## src/rtl/switch_sampler_if.sv

```systemverilog
// rtl/switch_sampler_if.sv - CPU-facing data handshake of the switch sampler
// Ports:
//   din       - last accepted stable switch word (sampler -> CPU)
//   din_valid - din holds a word the CPU has not yet consumed (sampler -> CPU)
//   din_ack   - CPU consume strobe (CPU -> sampler)
// Modports: master = sampler side, slave = CPU side.
interface switch_sampler_if;
    logic [31:0] din;
    logic        din_valid;
    logic        din_ack;

    modport master (
        output din,
        output din_valid,
        input  din_ack
    );

    modport slave (
        input  din,
        input  din_valid,
        output din_ack
    );
endinterface

```

## src/rtl/switch_sampler.sv

```systemverilog
// rtl/switch_sampler.sv - synchronizes and debounces a 32-bit switch word for the CPU
// Ports:
//   clk        - system clock, rising edge
//   reset      - synchronous, active-high
//   switches   - raw switch word, asynchronous to clk
//   sample_en  - debounce tick qualifier (tie high to count every cycle)
//   cpu        - switch_sampler_if.master: din / din_valid out, din_ack in
//   busy       - high while a candidate word is being timed
//   glitch_cnt - saturating count of aborted settling windows
module switch_sampler #(
    parameter int DEBOUNCE_CYCLES = 4
) (
    input  logic                    clk,
    input  logic                    reset,
    input  logic [31:0]             switches,
    input  logic                    sample_en,
    switch_sampler_if.master        cpu,
    output logic                    busy,
    output logic [7:0]              glitch_cnt
);

    typedef enum logic {
        ST_IDLE     = 1'b0,
        ST_SETTLING = 1'b1
    } state_t;

    // Counter value on which the final qualifying tick lands.
    localparam logic [15:0] LP_CNT_LAST = 16'(DEBOUNCE_CYCLES - 1);

    state_t      r_state;
    state_t      w_state_nxt;
    logic [31:0] r_q1;
    logic [31:0] r_q2;
    logic [31:0] r_cand;
    logic [31:0] w_cand_nxt;
    logic [31:0] r_din;
    logic        r_din_valid;
    logic [15:0] r_cnt;
    logic [15:0] w_cnt_nxt;
    logic [7:0]  r_glitch;
    logic        w_accept;
    logic        w_glitch;

    always_comb begin
        w_state_nxt = r_state;
        w_cand_nxt  = r_cand;
        w_cnt_nxt   = r_cnt;
        w_accept    = 1'b0;
        w_glitch    = 1'b0;
        case (r_state)
            ST_IDLE: begin
                if (r_q2 != r_din) begin
                    w_cand_nxt  = r_q2;
                    w_cnt_nxt   = 16'd0;
                    w_state_nxt = ST_SETTLING;
                end
            end
            ST_SETTLING: begin
                if (r_q2 != r_cand) begin
                    // Input moved before the window closed: restart timing on the new word.
                    w_cand_nxt = r_q2;
                    w_cnt_nxt  = 16'd0;
                    w_glitch   = 1'b1;
                end else if (r_cand == r_din) begin
                    // Bounced back to the accepted word; nothing new to report.
                    w_state_nxt = ST_IDLE;
                end else if (sample_en) begin
                    if (r_cnt == LP_CNT_LAST) begin
                        w_accept    = 1'b1;
                        w_state_nxt = ST_IDLE;
                    end else begin
                        w_cnt_nxt = r_cnt + 16'd1;
                    end
                end
            end
            default: begin
                w_state_nxt = ST_IDLE;
            end
        endcase
    end

    always_ff @(posedge clk) begin
        if (reset) begin
            r_state     <= ST_IDLE;
            r_q1        <= 32'h0;
            r_q2        <= 32'h0;
            r_cand      <= 32'h0;
            r_cnt       <= 16'd0;
            r_din       <= 32'h0;
            r_din_valid <= 1'b0;
            r_glitch    <= 8'h0;
        end else begin
            r_q1    <= switches;
            r_q2    <= r_q1;
            r_state <= w_state_nxt;
            r_cand  <= w_cand_nxt;
            r_cnt   <= w_cnt_nxt;
            if (w_accept) begin
                r_din <= r_cand;
            end
            // A fresh word wins over a same-edge acknowledge.
            if (w_accept) begin
                r_din_valid <= 1'b1;
            end else if (cpu.din_ack) begin
                r_din_valid <= 1'b0;
            end
            if (w_glitch && (r_glitch != 8'hFF)) begin
                r_glitch <= r_glitch + 8'd1;
            end
        end
    end

    assign cpu.din       = r_din;
    assign cpu.din_valid = r_din_valid;
    assign busy          = (r_state == ST_SETTLING);
    assign glitch_cnt    = r_glitch;

endmodule

```

## src/flat_wrapper.sv

```systemverilog
// flat-port wrapper written by rule: the top's interface ports become plain ports
module switch_sampler_flat 
#(
    parameter int DEBOUNCE_CYCLES = 4
)
  (clk, reset, switches, sample_en, busy, glitch_cnt, cpu_din, cpu_din_valid, cpu_din_ack);
  switch_sampler_if cpu_i ();
  input  logic clk;
  input  logic reset;
  input  logic [31:0] switches;
  input  logic sample_en;
  output logic busy;
  output logic [7:0] glitch_cnt;
  output wire logic [$bits(cpu_i.din)-1:0] cpu_din;
  output wire logic [$bits(cpu_i.din_valid)-1:0] cpu_din_valid;
  input wire logic [$bits(cpu_i.din_ack)-1:0] cpu_din_ack;
  assign cpu_din = cpu_i.din;
  assign cpu_din_valid = cpu_i.din_valid;
  assign cpu_i.din_ack = cpu_din_ack;
  switch_sampler #(.DEBOUNCE_CYCLES(DEBOUNCE_CYCLES)) u_core (.clk(clk), .reset(reset), .switches(switches), .sample_en(sample_en), .cpu(cpu_i), .busy(busy), .glitch_cnt(glitch_cnt));
endmodule
```

## config.mk

```make
export PLATFORM = sky130hd
export DESIGN_NAME = switch_sampler_flat
export DESIGN_NICKNAME = d
export VERILOG_FILES = /design/src/rtl/switch_sampler_if.sv /design/src/rtl/switch_sampler.sv /design/src/flat_wrapper.sv
export SDC_FILE = /design/constraint.sdc
export NUM_CORES = 1
export LEC_CHECK = 0
export BUFFER_PORTS_ARGS = -buffer_cell sky130_fd_sc_hd__buf_2
export CORE_MARGIN = 2
export CORE_UTILIZATION = 55
export CTS_CLUSTER_DIAMETER = 200
export DETAILED_ROUTE_END_ITERATION = 10
export PLACE_DENSITY_LB_ADDON = 0.25
export SYNTH_ARGS = -nofsm -noshare
export SYNTH_HDL_FRONTEND = slang
export SYNTH_SLANG_ARGS = --single-unit
```

## constraint.sdc

```tcl
create_clock -name clk -period 4.8 [get_ports clk]
set_input_delay 0.24 -clock clk [delete_from_list [all_inputs] [get_ports clk]]
set_output_delay 0.24 -clock clk [all_outputs]
set_load 0.005 [all_outputs]
```

==> results of run 1 <==
-- power breakdown --
part,total [W],leakage [nW],switching (W),internal [W]
clock network,0.00135,0.287,0.000554,0.000792
registers,0.00134,1.26,0.0000290,0.00131
logic,0.000148,1.85,0.0000827,0.0000651
total,0.00284,3.40,0.000666,0.00217
-- area by class of cell --
class                   count  area [µm²]  area share
repair buffers             83         433      0.0576
flip-flops and latches    154        3080       0.410
multi-input cells         489        3160       0.420
well taps                 143         179      0.0238
clock inverters            14         163      0.0216
clock buffers              18         439      0.0585
inverters                  16        60.1     0.00799
-- cell families after synthesis --
family | share of synthesized area
xor gates and xnor gates | 0.140
and+or+nand+nor | 0.224
DFF | 0.479
AOI/OAI and AO/OA | 0.0674
adders and majority gates | 0.00388
buffers and inverters | 0.0334
muxes | 0.0528
-- critical path, cell delays in order, from the launching register on --
cell     delay (ns)
dfxtp_1        0.34
xor2_1         0.17
nor4_1         0.42
nand2_1        0.21
or4_1          0.85
nor3b_4        0.27
buf_4          0.38
nand2_1        0.13
a21oi_2        0.15
-- worst max-delay path by stage --
| stage | start | end | depth (start not counted) |
|---|---|---|---|
| after floorplan | u_core.r_cand[19] | u_core.r_cnt[7] | 7 |
| after global placement | u_core.r_cand[15] | u_core.cpu.din[30] | 8 |
| after detailed placement | u_core.r_cand[21] | u_core.cpu.din[10] | 8 |
| after CTS | u_core.r_cand[15] | u_core.cpu.din[10] | 8 |
| after global routing | u_core.r_cand[16] | u_core.cpu.din[12] | 8 |
| final | u_core.r_cand[15] | u_core.cpu.din[19] | 8 |
-- metrics by stage --
stage / cells / setup WS, ns / hold slack, ns / utilization / total power [W]
after global routing: 917 / 1.56 / 0.0122 / 0.658 / 0.00294
after global placement: 885 / 1.84 / 0.420 / 0.605 / 0.00151
final: 917 / 1.78 / 0.0177 / 0.658 / 0.00284
after detailed placement: 885 / 1.82 / 0.420 / 0.605 / 0.00152
after floorplan: 690 / 2.53 / 0.368 / - / 0.00146
after CTS: 917 / 1.79 / 0.00361 / 0.658 / 0.00286
-- placed cells by master (no fill, tap or decap), drive strengths merged, types with 19 or more instances in the layout --
cell type	instances
nand4	19
a21oi	42
mux2i	34
inv	21
dfxtp	154
nor2b	64
nor2	55
xnor2	41
nor4	22
buf	83
nand2	76
xor2	62
-- metal layers --
layer / track usage / part of all wire / vias up / routed length (µm)
li1: - / - / 2458 / -
met1: 0.293 / 0.41 / 2413 / 6130
met2: 0.394 / 0.50 / 154 / 7380
met3: 0.0702 / 0.063 / 31 / 935
met4: 0.110 / 0.026 / 0 / 386
met5: 0 / 0 / - / 0
-- sequential cells by signal, indices dropped and copies added, names as in the netlist --
signal                count
u_core.busy               1
u_core.r_cand            32
u_core.glitch_cnt         8
u_core.r_q2              32
u_core.cpu.din           32
u_core.cpu.din_valid      1
u_core.r_q1              32
u_core.r_cnt             16
==> flow_metrics.py, run 1 <==
metrics = {
    "detailed_routing": {
        "remaining_drc_errors": 0,
        "wire_per_inst_um": 16.2,
        "drt-total-wl_um": 14800,
        "first_pass_iters": 4,
        "vias": 5056,
        "drt_iter0_drc": 374,
        "ant_nets": 0,
        "via_per_inst": 5.51,
    },
    "yosys": {
        "synthCells": 690,
        "syn_nets": 728,
        "synth_common_cells": "dfxtp_1 (154), nand2_1 (76), nor2b_1 (64)",
        "yosys_warnings": 0,
        "syn_area_mm2": 0.00644,
        "synth.most_common_cell": "dfxtp_1",
        "synth_top_area_frac": 0.479,
        "synthArstFlopShare": 0,
        "synth.area.top_cells": "dfxtp_1 (48%), xor2_1 (8.4%), nor2b_1 (6.2%), xnor2_1 (5.6%), mux2i_1 (5.3%)",
        "synth_cell_type_count": 44,
        "avgSynthCellArea_um2": 9.34,
        "synth_edf_count": 0,
        "ys_seq_elements": 154,
        "synth_ff_type": "dfxtp_1",
        "yosysSeqAreaShare": 0.479,
        "synth_top_area_cell": "dfxtp_1",
    },
    "clock_network": {
        "postCtsHoldBufs": 0,
        "worstSkewPairLatency_ns": 0.42,
        "cts_buffers": 17,
        "cts_num_sinks": 154,
        "post_cts_buffers": 0,
        "cts_tree": "yes",
        "clk_path_buf_depth": 2,
        "cts-root-buf": "clkbuf_16",
        "cts_resized": 0,
        "clk_pin_slew_ns": 0.06,
        "htreeDepth": 4,
    },
    "critical_path": {
        "rr_startpoint": "u_core.r_cand[15]",
        "r2r_slack_ns": 1.78,
        "worstPathArrival_ns": 3.37,
        "path_class": "flip-flop to flip-flop",
        "required_ns": 5.15,
        "worst_r2r_path_depth": 8,
        "cp-start-kind": "flip-flop",
        "cp-end-kind": "flip-flop",
        "worstPathMaxFanout": 32,
        "r2r-end": "u_core.cpu.din[19]",
    },
    "die": {
        "die_w_um": 112,
        "die_h_um": 112,
        "start_util": 0.564,
        "core_area_mm2": 0.0114,
        "die-area_mm2": 0.0126,
        "num_rows": 39,
        "io_pins": 78,
    },
    "timing": {
        "setup_viol": 0,
        "fin_setup_tns_ns": 0,
        "rsz0062_at_grt": "no",
        "relSlewSlack": 0.226,
        "worstMarginPinSlew_ns": 1.15,
        "fin_crit_sh": 0.629,
        "max_freq_mhz": 331,
        "final-max-slew-violation-count": 0,
        "hold_viol": 0,
        "clock_skew_ns": 0.00704,
        "post-route-min-period_ns": 3.02,
    },
    "global_route": {
        "grt_max_degree": 86,
        "overflow": 0,
        "antenna_found_initial": 0,
        "grt_pass1_wl_um": 23600,
        "grt_usage": 0.240,
        "grt_pass1_vias": 4769,
    },
    "cells_and_area": {
        "nFillCells": 954,
        "layout.nets": 799,
        "antennaDiodeCount": 0,
        "final_cell_area_mm2": 0.00751,
        "area_growth_pct": 16.6,
        "drive_above_1_share": 0.164,
    },
    "min_path": {
        "worstHoldEndpoint": "u_core.r_q1[31]",
        "min_delay_path_depth": 2,
        "min_path_type": "primary input to flip-flop",
        "min-delay-start": "switches[31]",
    },
    "pwr": {
        "powerDensity_mw_per_mm2": 377,
        "p_leak_nw": 3.40,
        "peakVddDrop_mv": 0.294,
    },
    "placed_design": {
        "dp_hpwl_um": 10300,
        "portBuffers": 77,
        "gp_congestion": 0.875,
        "place_area_mm2": 0.00691,
    },
    "run_status": {
        "outcome": "completed",
    },
    "job": {
        "maxCapViolations": 0,
    },
}
Note: power is estimated with default switching activity, not from simulation.
==> run 2: changes to the inputs <==
--- a/config.mk
+++ b/config.mk
@@ -5,9 +5,10 @@
 export SDC_FILE = /design/constraint.sdc
 export NUM_CORES = 1
 export LEC_CHECK = 0
+export ABC_AREA = 1
 export BUFFER_PORTS_ARGS = -buffer_cell sky130_fd_sc_hd__buf_2
 export CORE_MARGIN = 2
-export CORE_UTILIZATION = 55
+export CORE_UTILIZATION = 53
 export CTS_CLUSTER_DIAMETER = 200
 export DETAILED_ROUTE_END_ITERATION = 10
 export PLACE_DENSITY_LB_ADDON = 0.25
==> constraint.sdc (replaced) <==
create_clock -name clk -period 2.7 [get_ports clk]
set_input_delay 0.135 -clock clk [delete_from_list [all_inputs] [get_ports clk]]
set_output_delay 0.135 -clock clk [all_outputs]
set_load 0.005 [all_outputs]
==> run 2 against run 1 <==
Against the previous run:
- fmax increased by 33%
- clock skew about the same
- via count increased by 17%
- power increased by 86%
- combinational power increased to 3.4 times the previous value
- utilization decreased by 0.30 points
- largest cell class unchanged
- first-iteration DRC count increased by 18%
- critical path type unchanged
- sequential power increased by 84%
- highest routed layer unchanged
- critical path depth increased by 4
==> flow_metrics.py, run 2 <==
metrics = {
    "clock_network": {
        "cts_tree": "yes",
        "worstSkewPairLatency_ns": 0.43,
        "cts_buffers": 17,
        "htreeDepth": 4,
        "cts_resized": 0,
        "cts-root-buf": "clkbuf_16",
        "clk_path_buf_depth": 2,
        "post_cts_buffers": 0,
        "clk_pin_slew_ns": 0.06,
        "cts_num_sinks": 154,
    },
    "global_route": {
        "antenna_found_initial": 0,
        "grt_pass1_wl_um": 26400,
        "grt_pass1_vias": 5449,
        "grt_usage": 0.236,
        "overflow": 0,
        "grt_max_degree": 77,
    },
    "critical_path": {
        "worstPathMaxFanout": 17,
        "worstPathArrival_ns": 2.59,
        "worst_r2r_path_depth": 12,
        "path_class": "flip-flop to flip-flop",
        "cp-end-kind": "flip-flop",
        "cp-start-kind": "flip-flop",
        "required_ns": 3.02,
    },
    "job": {
        "maxCapViolations": 0,
    },
    "placed_design": {
        "portBuffers": 77,
        "gp_congestion": 0.885,
        "placedCellCount": 1187,
        "dp_hpwl_um": 10500,
        "dp_worst_setup_slack_ns": 0.456,
    },
    "cells_and_area": {
        "layout_commonest_cell": "nor2_1",
        "nFillCells": 1130,
        "layout.nets": 1104,
        "stdcell_count": 1251,
        "antennaDiodeCount": 0,
        "area_growth_pct": 19.5,
        "mostFrequentLayoutCells": "nor2_1 (215), nand2_1 (161), dfxtp_1 (154)",
        "drive_above_1_share": 0.133,
    },
    "yosys": {
        "synth_top_area_frac": 0.440,
        "synth_common_cells": "nor2_1 (215), nand2_1 (161), dfxtp_1 (154)",
        "synth_edf_count": 0,
        "yosys_warnings": 0,
        "synthArstFlopShare": 0,
        "syn_area_mm2": 0.00700,
        "ys_seq_elements": 154,
        "yosysSeqAreaShare": 0.440,
        "synth_top_area_cell": "dfxtp_1",
        "synthCells": 966,
        "synth.most_common_cell": "nor2_1",
        "synth.area.top_cells": "dfxtp_1 (44%), nor2_1 (12%), xnor2_1 (9.8%), nand2_1 (8.6%), inv_1 (6.6%)",
        "syn_nets": 1004,
        "avgSynthCellArea_um2": 7.25,
        "synth_ff_type": "dfxtp_1",
        "synth_cell_type_count": 32,
    },
    "detailed_routing": {
        "vias": 5931,
        "dr_wl_met3_um": 710,
        "wire_per_inst_um": 12.8,
        "via_per_inst": 4.74,
        "first_pass_iters": 5,
        "wl_met1_um": 7850,
        "drt-total-wl_um": 16000,
        "ant_nets": 0,
        "highest_layer": "met4",
        "wl_met2_um": 7240,
        "drt_iter0_drc": 442,
        "remaining_drc_errors": 0,
    },
    "timing": {
        "post-route-min-period_ns": 2.26,
        "fin_crit_sh": 0.839,
        "hold_viol": 0,
        "clock_skew_ns": 0.00704,
        "rsz0062_at_grt": "no",
        "fin_setup_tns_ns": 0,
        "max_freq_mhz": 442,
        "worstMarginPinSlew_ns": 0.781,
        "setup_viol": 0,
        "relSlewSlack": 0.479,
        "fin_ws_ns": 0.436,
        "final-max-slew-violation-count": 0,
    },
    "run_status": {
        "outcome": "completed",
    },
    "min_path": {
        "min_delay_path_depth": 4,
        "min_path_type": "primary input to flip-flop",
    },
    "pwr": {
        "powerDensity_mw_per_mm2": 631,
        "p_leak_nw": 3.96,
        "power.total_w": 0.00528,
        "peakVddDrop_mv": 0.590,
    },
    "die": {
        "core_area_mm2": 0.0128,
        "io_pins": 78,
        "start_util": 0.548,
        "num_rows": 41,
        "die_w_um": 119,
        "die_h_um": 119,
        "die-area_mm2": 0.0141,
    },
}
==> run 2: cell count changes after synthesis, sizes merged, moves of 34 or more <==
cell / delta
nor2b: -64
inv: +110
nand2: +92
xor2: -51
xnor2: +37
mux2i: -34
o21ai: +62
nor2: +174
==> run 2: kinds of logic (layout without fill, tap and decap cells) <==
family	Yosys count	in the layout	share of synthesized area
flip-flops	154	154	0.440
AND/OR/NAND/NOR	456	456	0.271
XOR/XNOR	89	89	0.111
buffers and inverters	162	275	0.0983
AO/OA/AOI/OAI	103	103	0.0752
adder cells (fa/ha/maj)	2	2	0.00357
==> run 2: final timing paths <==
path,start,endpoint,slack (ns)
max,u_core.r_cand[4],u_core.r_cnt[2],0.44
min,cpu_din_ack,u_core.cpu.din_valid,0.01
max reg2reg,u_core.r_cand[4],u_core.r_cnt[2],0.44
min reg2reg,u_core.r_q1[18],u_core.r_q2[18],0.40
==> run 2: stage by stage <==
step                      area (µm²)   util  hold WS (ns)
after detailed placement        7470  0.585         0.340
after floorplan                 7000      -         0.242
final                           8370  0.655        0.0128
after CTS                       8370  0.655        0.0166
after global routing            8370  0.655        0.0239
after global placement          7470  0.585         0.333
==> run 2: cell type report <==
type	instances	area (µm²)	area share
Sequential cell	154	3080	0.368
Clock buffer	26	519	0.0621
Multi-Input combinational cell	650	3230	0.386
Timing Repair Buffer	116	783	0.0936
Inverter	127	477	0.0570
Clock inverter	6	60.1	0.00718
Tap cell	172	215	0.0257
==> run 2: report_power, final <==
part           total [W]  leakage [nW]  switching (W)  internal (W)
registers        0.00246          1.26      0.0000915       0.00237
clock network    0.00231         0.282       0.000901       0.00141
logic           0.000510          2.41       0.000290      0.000220
total            0.00528          3.96        0.00128       0.00400
==> run 2: timing repair <==
item / CTS / global route
hold endpoints to repair: 32 / 0
hold buffers: 32 / 0
endpoints found under the setup margin: 0 / 0
==> run 2: per-layer routing <==
metal  track usage  vias up
li1              -     3141
met1         0.318     2644
met2         0.378      128
met3        0.0551       18
met4        0.0662        0
met5             0        -
==> run 2: worst max-delay path, stage by stage (launching register included) <==
cell and delay (ns):
dfxtp_1 0.35, xnor2_1 0.24, nand2_1 0.07, nor2_1 0.15, nand2_1 0.09, nor2_2 0.25
nand2_4 0.12, nor2_8 0.23, nand2_4 0.19, nand2_4 0.14, inv_2 0.14, nor2_2 0.12
nor2_1 0.04
